[src/rtl/id_ex_stage_reg_pkg.sv]
// id_ex_stage_reg_pkg: shared widths, control-bit layout and the NOP control word
package id_ex_stage_reg_pkg;
    localparam int DATA_W     = 32;
    localparam int REG_ADDR_W = 5;
    localparam int ALUOP_W    = 4;
    localparam int CTRL_W     = 9;

    localparam int CTRL_REG_DST       = 8;
    localparam int CTRL_ALU_SRC       = 7;
    localparam int CTRL_MEM_READ      = 6;
    localparam int CTRL_MEM_WRITE     = 5;
    localparam int CTRL_MEM_TO_REG    = 4;
    localparam int CTRL_REG_WRITE     = 3;
    localparam int CTRL_LINK          = 2;
    localparam int CTRL_MEM_WIDTH_MSB = 1;
    localparam int CTRL_MEM_WIDTH_LSB = 0;

    localparam logic [CTRL_W-1:0] CTRL_NOP = '0;
endpackage

[src/rtl/pipe_reg.sv]
// pipe_reg: generic register with enable, synchronous clear and active-low sync reset
module pipe_reg #(
    parameter int SIZE = 1
) (
    input  logic            clk,
    input  logic            reset_n,
    input  logic            enable,
    input  logic            clear,
    input  logic [SIZE-1:0] d,
    output logic [SIZE-1:0] q
);
    always_ff @(posedge clk)
        if (!reset_n) q <= '0;
        else if (enable) q <= clear ? '0 : d;
endmodule

[src/rtl/id_ex_stage_reg.sv]
// id_ex_stage_reg: ID/EX pipeline register with halt, bubble/flush squash and bubble counter
module id_ex_stage_reg
    import id_ex_stage_reg_pkg::CTRL_W, id_ex_stage_reg_pkg::CTRL_NOP;
#(
    parameter int DATA_W     = id_ex_stage_reg_pkg::DATA_W,
    parameter int REG_ADDR_W = id_ex_stage_reg_pkg::REG_ADDR_W,
    parameter int ALUOP_W    = id_ex_stage_reg_pkg::ALUOP_W
) (
    input  logic                  i_clk,
    input  logic                  i_reset,
    input  logic                  i_enable,
    input  logic                  i_bubble,
    input  logic                  i_flush,
    input  logic                  i_valid,
    input  logic [DATA_W-1:0]     i_pc_plus4,
    input  logic [DATA_W-1:0]     i_rs_data,
    input  logic [DATA_W-1:0]     i_rt_data,
    input  logic [DATA_W-1:0]     i_imm,
    input  logic [4:0]            i_shamt,
    input  logic [REG_ADDR_W-1:0] i_rs,
    input  logic [REG_ADDR_W-1:0] i_rt,
    input  logic [REG_ADDR_W-1:0] i_rd,
    input  logic [ALUOP_W-1:0]    i_alu_op,
    input  logic [CTRL_W-1:0]     i_ctrl,
    output logic [DATA_W-1:0]     o_pc_plus4,
    output logic [DATA_W-1:0]     o_rs_data,
    output logic [DATA_W-1:0]     o_rt_data,
    output logic [DATA_W-1:0]     o_imm,
    output logic [4:0]            o_shamt,
    output logic [REG_ADDR_W-1:0] o_rs,
    output logic [REG_ADDR_W-1:0] o_rt,
    output logic [REG_ADDR_W-1:0] o_rd,
    output logic [ALUOP_W-1:0]    o_alu_op,
    output logic [CTRL_W-1:0]     o_ctrl,
    output logic                  o_valid,
    output logic [15:0]           o_bubble_cnt
);
    localparam int DW = 4*DATA_W + 5 + 3*REG_ADDR_W;
    localparam int CW = ALUOP_W + CTRL_W + 1;

    logic squash;
    assign squash = i_flush | i_bubble;

    // data fields still load on a squash so the waveform shows what was dropped
    pipe_reg #(.SIZE(DW)) u_data (
        .clk(i_clk), .reset_n(i_reset), .enable(i_enable), .clear(1'b0),
        .d({i_pc_plus4, i_rs_data, i_rt_data, i_imm, i_shamt, i_rs, i_rt, i_rd}),
        .q({o_pc_plus4, o_rs_data, o_rt_data, o_imm, o_shamt, o_rs, o_rt, o_rd})
    );

    // an invalid slot keeps its alu_op but never carries control side effects
    pipe_reg #(.SIZE(CW)) u_ctrl (
        .clk(i_clk), .reset_n(i_reset), .enable(i_enable), .clear(squash),
        .d({i_alu_op, i_valid ? i_ctrl : CTRL_NOP, i_valid}),
        .q({o_alu_op, o_ctrl, o_valid})
    );

    always_ff @(posedge i_clk)
        if (!i_reset) o_bubble_cnt <= '0;
        else if (i_enable && squash && !(&o_bubble_cnt)) o_bubble_cnt <= o_bubble_cnt + 16'd1;
endmodule

[config.mk]
export PLATFORM = sky130hd
export DESIGN_NAME = id_ex_stage_reg
export DESIGN_NICKNAME = d
export VERILOG_FILES = /design/src/rtl/id_ex_stage_reg_pkg.sv /design/src/rtl/pipe_reg.sv /design/src/rtl/id_ex_stage_reg.sv
export SDC_FILE = /design/constraint.sdc
export NUM_CORES = 1
export LEC_CHECK = 0
export ABC_AREA = 0
export CAP_MARGIN = 20
export CORE_AREA = 2 2 135 137
export CTS_CLUSTER_DIAMETER = 60
export CTS_CLUSTER_SIZE = 25
export DETAILED_ROUTE_END_ITERATION = 12
export DIE_AREA = 0 0 137 139
export PLACE_DENSITY = 0.82
export SYNTH_ARGS = -nofsm -noshare
export SYNTH_HDL_FRONTEND = slang
export SYNTH_SLANG_ARGS = --single-unit
[constraint.sdc]
create_clock -name i_clk -period 4.9 [get_ports i_clk]
set_input_delay 0.49 -clock i_clk [delete_from_list [all_inputs] [get_ports i_clk]]
set_output_delay 0.49 -clock i_clk [all_outputs]
set_load 0.01 [all_outputs]
# Word level (Yosys, flattened, before mapping)
# Index checks and enable logic that the tools add are counted.
[word_totals] reg_bits=178 out_inout_bits=178
[op_classes] addsub=1 n_mux=2 bitwise=1 n_reduce_logical=4
[ops] op="$add 16x1->16 const B" n=1
[ops] op="$reduce_and 16->1" n=1
[ops] op="$mux 14" n=1
[ops] op="$mux 9" n=1
[ops] op="$logic_and 1x1->1" n=2
[ops] op="$logic_not 1->1" n=1
[ops] op="$or 1x1->1" n=1

# Longest topological paths before layout
# Gate-level depths: netlist of the first run.
[logic_depth] ltp_word=3 ltp_mapped=6 ltp_nobuf=5

# Cells and area by module
# A second synthesis of the first run with hierarchy kept.
[unflattened] hier_cells=827 area_unflattened_um2=7330.8
[modules_own_cells] module="pipe_reg (u_data)" instances=1 cells_per_inst=658 area_per_inst_um2=5796.8 seq_area_each_um2=2962.8
[modules_own_cells] module="id_ex_stage_reg" instances=1 cells_per_inst=107 area_per_inst_um2=937.1 seq_area_each_um2=320.3
[modules_own_cells] module="pipe_reg (u_ctrl)" instances=1 cells_per_inst=62 area_per_inst_um2=596.8 seq_area_each_um2=280.3

# Least setup slack after synthesis of the first run
# OpenSTA, ideal clock, no wires.
[synth_path] path_type="input port to flip-flop" start="input i_enable" end="register o_bubble_cnt[11]" setup_ns=0.070 t_arrival_ns=1.748 required_time_ns=4.830 slack_ns=3.081 stages=5 n_path_buf=1 cell_sequence="buf_2 -> o21ai_1 -> or4b_4 -> or4_1 -> a21oi_1"
[synth_between] elab_chain_len=2
[synth_lines] element="start, declared" line_no="id_ex_stage_reg.sv:11" text="input logic i_enable,"
[synth_lines] element="$logic_and 1x1->1 (2 in a row)" line_no="id_ex_stage_reg.sv:60" text="else if (i_enable && squash && !(&o_bubble_cnt)) o_bubble_cnt <= o_bubble_cnt + 16'd1;"
[synth_lines] element="end signal, assigned" line_no="id_ex_stage_reg.sv:60"
[synth_lines] element="end, declared" line_no="id_ex_stage_reg.sv:36" text="output logic [15:0] o_bubble_cnt"
# No other way between the ends.
# A chain may end at the register's enable or synchronous reset.

# Worst setup path after layout of the first run
[layout_path] start="input i_reset" end="register u_data.q[3]"
[layout_lines] element="start, declared" line_no="id_ex_stage_reg.sv:10" text="input logic i_reset,"
[layout_lines] element="end signal, assigned" line_no="pipe_reg.sv:14" text="else if (enable) q <= clear ? '0 : d;"
[layout_lines] element="end, declared" line_no="pipe_reg.sv:10" text="output logic [SIZE-1:0] q"
# No word-level cell between the ends.

==> results of run 1 <==
==> cells in the final DEF, fill, tap and decap left out, types with 3 or more instances in the layout <==
| cell type | instances |
|---|---|
| a22oi_1 | 9 |
| nand4_1 | 3 |
| clkinvlp_4 | 4 |
| nand2b_1 | 4 |
| o31ai_1 | 5 |
| clkbuf_16 | 17 |
| mux2i_1 | 152 |
| o21ai_0 | 4 |
| buf_4 | 5 |
| clkdlybuf4s50_1 | 343 |
| inv_8 | 5 |
| nand3_1 | 8 |
| nor2_1 | 161 |
| dfxtp_1 | 178 |
| a21oi_1 | 15 |
| nand2_1 | 13 |
| or3_1 | 4 |
| nor4_1 | 3 |
| inv_1 | 5 |
| or4_1 | 5 |
==> registers in the layout, indices dropped and copies added, names as in the netlist <==
register,count
o_bubble_cnt,16
u_ctrl.q,14
u_data.q,148
==> metrics by stage <==
step | instance area, sq um | utilization (%)
floorplan | 6440 | -
global placement | 10000 | 56.9
detailed placement | 10000 | 56.9
CTS | 10600 | 60.1
global route | 10600 | 60.1
finish | 10600 | 60.1
==> tightest hold or removal path, delay by kind of cell, from the launching register on <==
kind	cells	cell delay (ps)
flops	1	310
compound gates	1	50
simple gates	1	60
==> kinds of logic (layout without fill, tap and decap cells) <==
kind of cell | count (synthesis) | after routing | synth area share (%)
fa+ha+maj | 1 | 1 | 0.194
simple gates | 210 | 210 | 13.9
compound gates | 40 | 40 | 3.98
buf+inv | 47 | 387 | 3.03
flops | 178 | 178 | 55.3
mux | 152 | 152 | 23.6
==> per-layer routing <==
metal / vias to the layer above / track usage, % / part of all wire, %
met5: - / 0 / 0
met4: 0 / 8.36 / 3.1
met3: 38 / 8.48 / 11
met2: 268 / 33.0 / 48
met1: 2652 / 21.4 / 38
li1: 2797 / - / -
==> cell type report <==
class                           instances  area, sq um  area share (%)
Tap cell                              229          287            2.70
Clock buffer                           18          429            4.04
Timing Repair Buffer                  349         3480            32.8
Clock inverter                         14          145            1.37
Multi-Input combinational cell        403         2690            25.3
Inverter                                6         25.0           0.236
Sequential cell                       178         3560            33.6
==> power breakdown <==
group          switching, W  internal (W)  leakage, nW  total (W)
combinational      0.000198      0.000314         2.60   0.000512
clock              0.000638      0.000679        0.268    0.00132
sequential        0.0000398       0.00152         1.46    0.00156
total              0.000876       0.00251         4.33    0.00339
==> synthesized netlist by cell type <==
library cell  number
a21oi_1           15
a22oi_1            9
a311oi_1           1
and3_1             2
buf_1              1
buf_2             15
clkbuf_1          25
dfxtp_1          178
ha_1               1
inv_1              6
mux2i_1          152
nand2_1           13
nand2b_1           4
nand3_1            8
nand4_1            3
nand4_2            1
nor2_1           161
nor3_1             1
nor4_1             3
nor4_2             1
o21a_1             1
o21ai_0            4
o21ai_1            1
o311ai_0           2
o31ai_1            5
o41ai_1            2
or2_2              2
or3_1              4
or3_2              1
or4_1              5
or4b_4             1
==> worst paths after layout <==
path	end	cells past startpoint	from	slack, ps
hold / removal	u_ctrl.q[11]	2	u_ctrl.q[11]	460
hold reg to reg	u_ctrl.q[11]	2	u_ctrl.q[11]	460
setup / recovery	u_data.q[3]	4	i_reset	2830
setup reg to reg	o_bubble_cnt[9]	4	o_bubble_cnt[9]	2870
==> flow_metrics.tcl, run 1 <==
set metrics [dict create \
    startpoint_type "input port" \
    antenna_left 0 \
    end_kind "register" \
    grt_max_degree 62 \
    clk_path_buf_depth 2 \
    clk_latency_ps 420 \
    fin_crit_sh_pct 42.3 \
    viasPerCell 4.81 \
    cts_setup_buffers 0 \
    post-synth-top-area-fraction_pct 55.3 \
    finalCriticalPeriod_ps 2070 \
    setup_violations 0 \
    p_per_area_nw_per_um2 319 \
    grt_overflow 0 \
    syn_inst 628 \
    clock_skew_ps 3.36 \
    crit_path_cell_trace "clkdlybuf4s50_1, inv_4, buf_4, nor2_1" \
    cp_slowest_cell "clkdlybuf4s50_1" \
    grt_pass1_wl_um 29300 \
    drv_cap 0 \
    ys_seq_area_share_pct 55.3 \
    ir_drop_v 0.000223 \
    cts_tree "built" \
    hold_class "reg2reg" \
    post_synth_instance_area_sq_um 6440 \
    rsz0062_at_grt "no" \
    total_power_w 0.00339 \
    setup_slack_ps 2830 \
    drtIter0Drc 192 \
    cp_data_arrival_time_ps 2370 \
    cts_max_level 4 \
    cts_resized 0 \
    grtUsageTotal_pct 19.7 \
    synth_area_per_cell_sq_um 10.3 \
    die_h_um 139 \
    hold_viol 0 \
    yosysUniqueCellTypes 31 \
    routed-via-count 5755 \
    buffer_ports.inserted 344 \
    fp-row-count 49 \
    wl_um 19500 \
    antenna_found_initial 0 \
    antenna_cells 0 \
    tightest_slew_ps 1020 \
    clock_sinks 178 \
    timing.critical_path.buf_inv 3 \
    status "finished, final reports clean" \
    holdWs_ps 465 \
    first_global_vias 5705 \
    dp_cells 1165 \
    dieArea_sq_um 19000 \
    yosys_register_bits 178 \
    slew_viol_final 0 \
    drcViolationCount 0 \
    timing.fmax_mhz 483 \
    synth_area_leaders "dfxtp_1 (55%), mux2i_1 (24%), nor2_1 (9.4%)" \
    numCtsBuffers 17 \
    synth_nets 796 \
    io_pins 345 \
    synth.largest_area_cell "dfxtp_1" \
    cts-root-buf "clkbuf_16" \
    layout.nets 1123 \
    dr.pass1.iters 6 \
    cts_hold_buffers 0 \
    fin_cells 1197 \
    initial_core_util_pct 36.5 \
    die_x_um 137 \
    fp.coreArea_sq_um 17700 \
    crit_type "in2reg" \
    tns_ps 0 \
    drive_gt1_share_pct 4.55 \
    leakagePower_nw 4.33 \
    path_clk_slew_ps 80 \
    wl_per_cell_um 16.3 \
    gp_congestion 0.769 \
    critical-path-max-stage-delay_ps 620 \
    cp_max_fo 60 \
    yosysWarnings 0 \
    nFillCells 1516 \
    crit_required_ps 5200 \
    area.growth.synth_to_final_pct 64.8 \
    relSlewSlack_pct 32.2 \
    hpwl_um 14300 \
    place_ws_ps 2390 \
    cpLargestDelayFamily "buffers and inverters" \
]
Power figures use the tool's default switching activity.
==> inputs of run 2 (changes only) <==
Settings changed: CORE_AREA 2 2 135 137 to unset, CORE_UTILIZATION set to 35, DIE_AREA 0 0 137 139 to unset.
Clock period 4.9 ns to 1.7 ns, I/O delays scaled along.
==> flow_metrics.tcl, run 2 (synthesis gave the netlist of run 1 again) <==
set metrics [dict create \
    status "finished, final reports clean" \
    area.growth.synth_to_final_pct 70.9 \
    end_kind "register" \
    slew_viol_final 0 \
    finalCriticalPeriod_ps 1680 \
    clk_latency_ps 430 \
    fp-row-count 49 \
    ir_drop_v 0.000654 \
    drv_cap 0 \
    hold_viol 0 \
    startpoint_type "register" \
    fin_crit_sh_pct 98.9 \
    cp_max_fo 5 \
    initial_core_util_pct 35.7 \
    clock_sinks 178 \
    antenna_left 0 \
    die_x_um 138 \
    comb_power_share_pct 15.3 \
    p_int_w 0.00731 \
    drive_gt1_share_pct 9.11 \
    clock_skew_ps 5.72 \
    dr.pass1.iters 4 \
    grt_overflow 0 \
    setup_violations 0 \
    numCtsBuffers 17 \
    path_clk_slew_ps 70 \
    drcViolationCount 0 \
    mostFrequentLayoutCell "clkdlybuf4s50_1" \
    clkPwrFrac_pct 39.4 \
    largest_reg_flops 148 \
    cp_data_arrival_time_ps 2040 \
    place_ws_ps -341 \
    p_seq_share_pct 45.3 \
    viasPerCell 4.77 \
    p_per_area_nw_per_um2 902 \
    io_pins 345 \
    final_cell_mix "clkdlybuf4s50_1 (342), dfxtp_1 (171), nor2_1 (160)" \
    grtUsageTotal_pct 19.5 \
    hold_class "in2reg" \
    gp_congestion 0.797 \
    wl_um 19700 \
    die_h_um 138 \
    antenna_cells 0 \
    crit_required_ps 2060 \
    layout.nets 1154 \
    crit_type "reg2reg" \
    antenna_found_initial 0 \
    buffer_ports.inserted 344 \
    p_sw_w 0.00263 \
    fp.coreArea_sq_um 18000 \
    grt_max_degree 72 \
    first_global_vias 5574 \
    p_sw_share_pct 26.5 \
    tightest_slew_ps 541 \
    dieArea_sq_um 19000 \
    hpwl_um 14500 \
    cts_max_level 4 \
    leakagePower_nw 4.57 \
    rsz0062_at_grt "yes" \
    clk_path_buf_depth 2 \
    fin_area_sq_um 11000 \
    routed-via-count 5855 \
    timing.fmax_mhz 595 \
    wl_per_cell_um 16.0 \
    relSlewSlack_pct 63.9 \
    setup_slack_ps 18.2 \
    reg.largest.list "u_data.q (148), o_bubble_cnt (16), u_ctrl.q (14)" \
    largest-register "u_data.q" \
    drtIter0Drc 197 \
    grt_pass1_wl_um 28200 \
    r2r_setup_slack_ps 20 \
    cts_tree "built" \
    cts-root-buf "clkbuf_16" \
    dpl-instance-area_sq_um 10300 \
]
==> run 2: cell types whose count changed in the layout (fill, tap and decap cells not counted), moves of 2 or more <==
cell / previous run / this run
buf_4: 5 / 31
buf_12: 0 / 5
dfxtp_4: 0 / 2
clkinvlp_4: 4 / 1
clkinv_8: 2 / 4
dfxtp_1: 178 / 171
dfxtp_2: 0 / 5
==> run 2: metal layers <==
metal | GRT usage [%] | wire, um | vias to the layer above
li1 | - | - | 2858
met1 | 21.0 | 7370 | 2742
met2 | 34.8 | 9930 | 234
met3 | 7.36 | 2120 | 21
met4 | 6.53 | 275 | 0
met5 | 0 | 0 | -
==> run 2: worst paths after layout <==
check | depth (start not counted) | endpoint | start
worst min-delay path | 4 | u_ctrl.q[10] | i_enable
worst max register to register | 4 | o_bubble_cnt[9] | o_bubble_cnt[0]
worst max-delay path | 4 | o_bubble_cnt[9] | o_bubble_cnt[0]
worst min register to register | 2 | u_ctrl.q[10] | u_ctrl.q[10]
==> run 2: cell type report <==
| cell class | count | area, sq um |
|---|---|---|
| fill | 1493 | 7020 |
| tap | 229 | 287 |
| inverter | 6 | 25.0 |
| multi-input combinational | 403 | 2740 |
| clock buffer | 17 | 425 |
| clock inverter | 15 | 169 |
| sequential | 178 | 3580 |
| timing repair buffer | 380 | 3780 |
==> run 2: power groups by stage <==
stage	logic, W	registers, W	clock network, W
finish	0.00152	0.00450	0.00392
CTS	0.00153	0.00450	0.00401
floorplan	0.000459	0.00469	0
global placement	0.00150	0.00458	0
detailed placement	0.00152	0.00459	0
global route	0.00163	0.00453	0.00416
==> run 2: per-stage QoR <==
step | instances | power, W | TNS [ps] | hold WS [ps] | utilization (%)
after CTS | 1226 | 0.0100 | -7.97 | 240 | 60.7
after floorplan | 628 | 0.00515 | 0 | 314 | -
final | 1228 | 0.00993 | 0 | 269 | 61.1
after global routing | 1228 | 0.0103 | -57.0 | 267 | 61.1
after global placement | 1194 | 0.00609 | -2040 | 451 | 57.4
after detailed placement | 1194 | 0.00612 | -2620 | 460 | 57.4
==> run 2: repair_timing <==
action	in CTS	in global routing
endpoints found under the setup margin	3	14
pin swaps	0	3
hold buffers	0	0
setup buffers	0	2
gates resized for setup	2	12
==> run 2: worst max-delay path, cell delays in order, from the launching register on <==
cell and delay [ps]:
dfxtp_4 370, and3_4 190, or4b_4 500, or4_1 410, a21oi_1 140
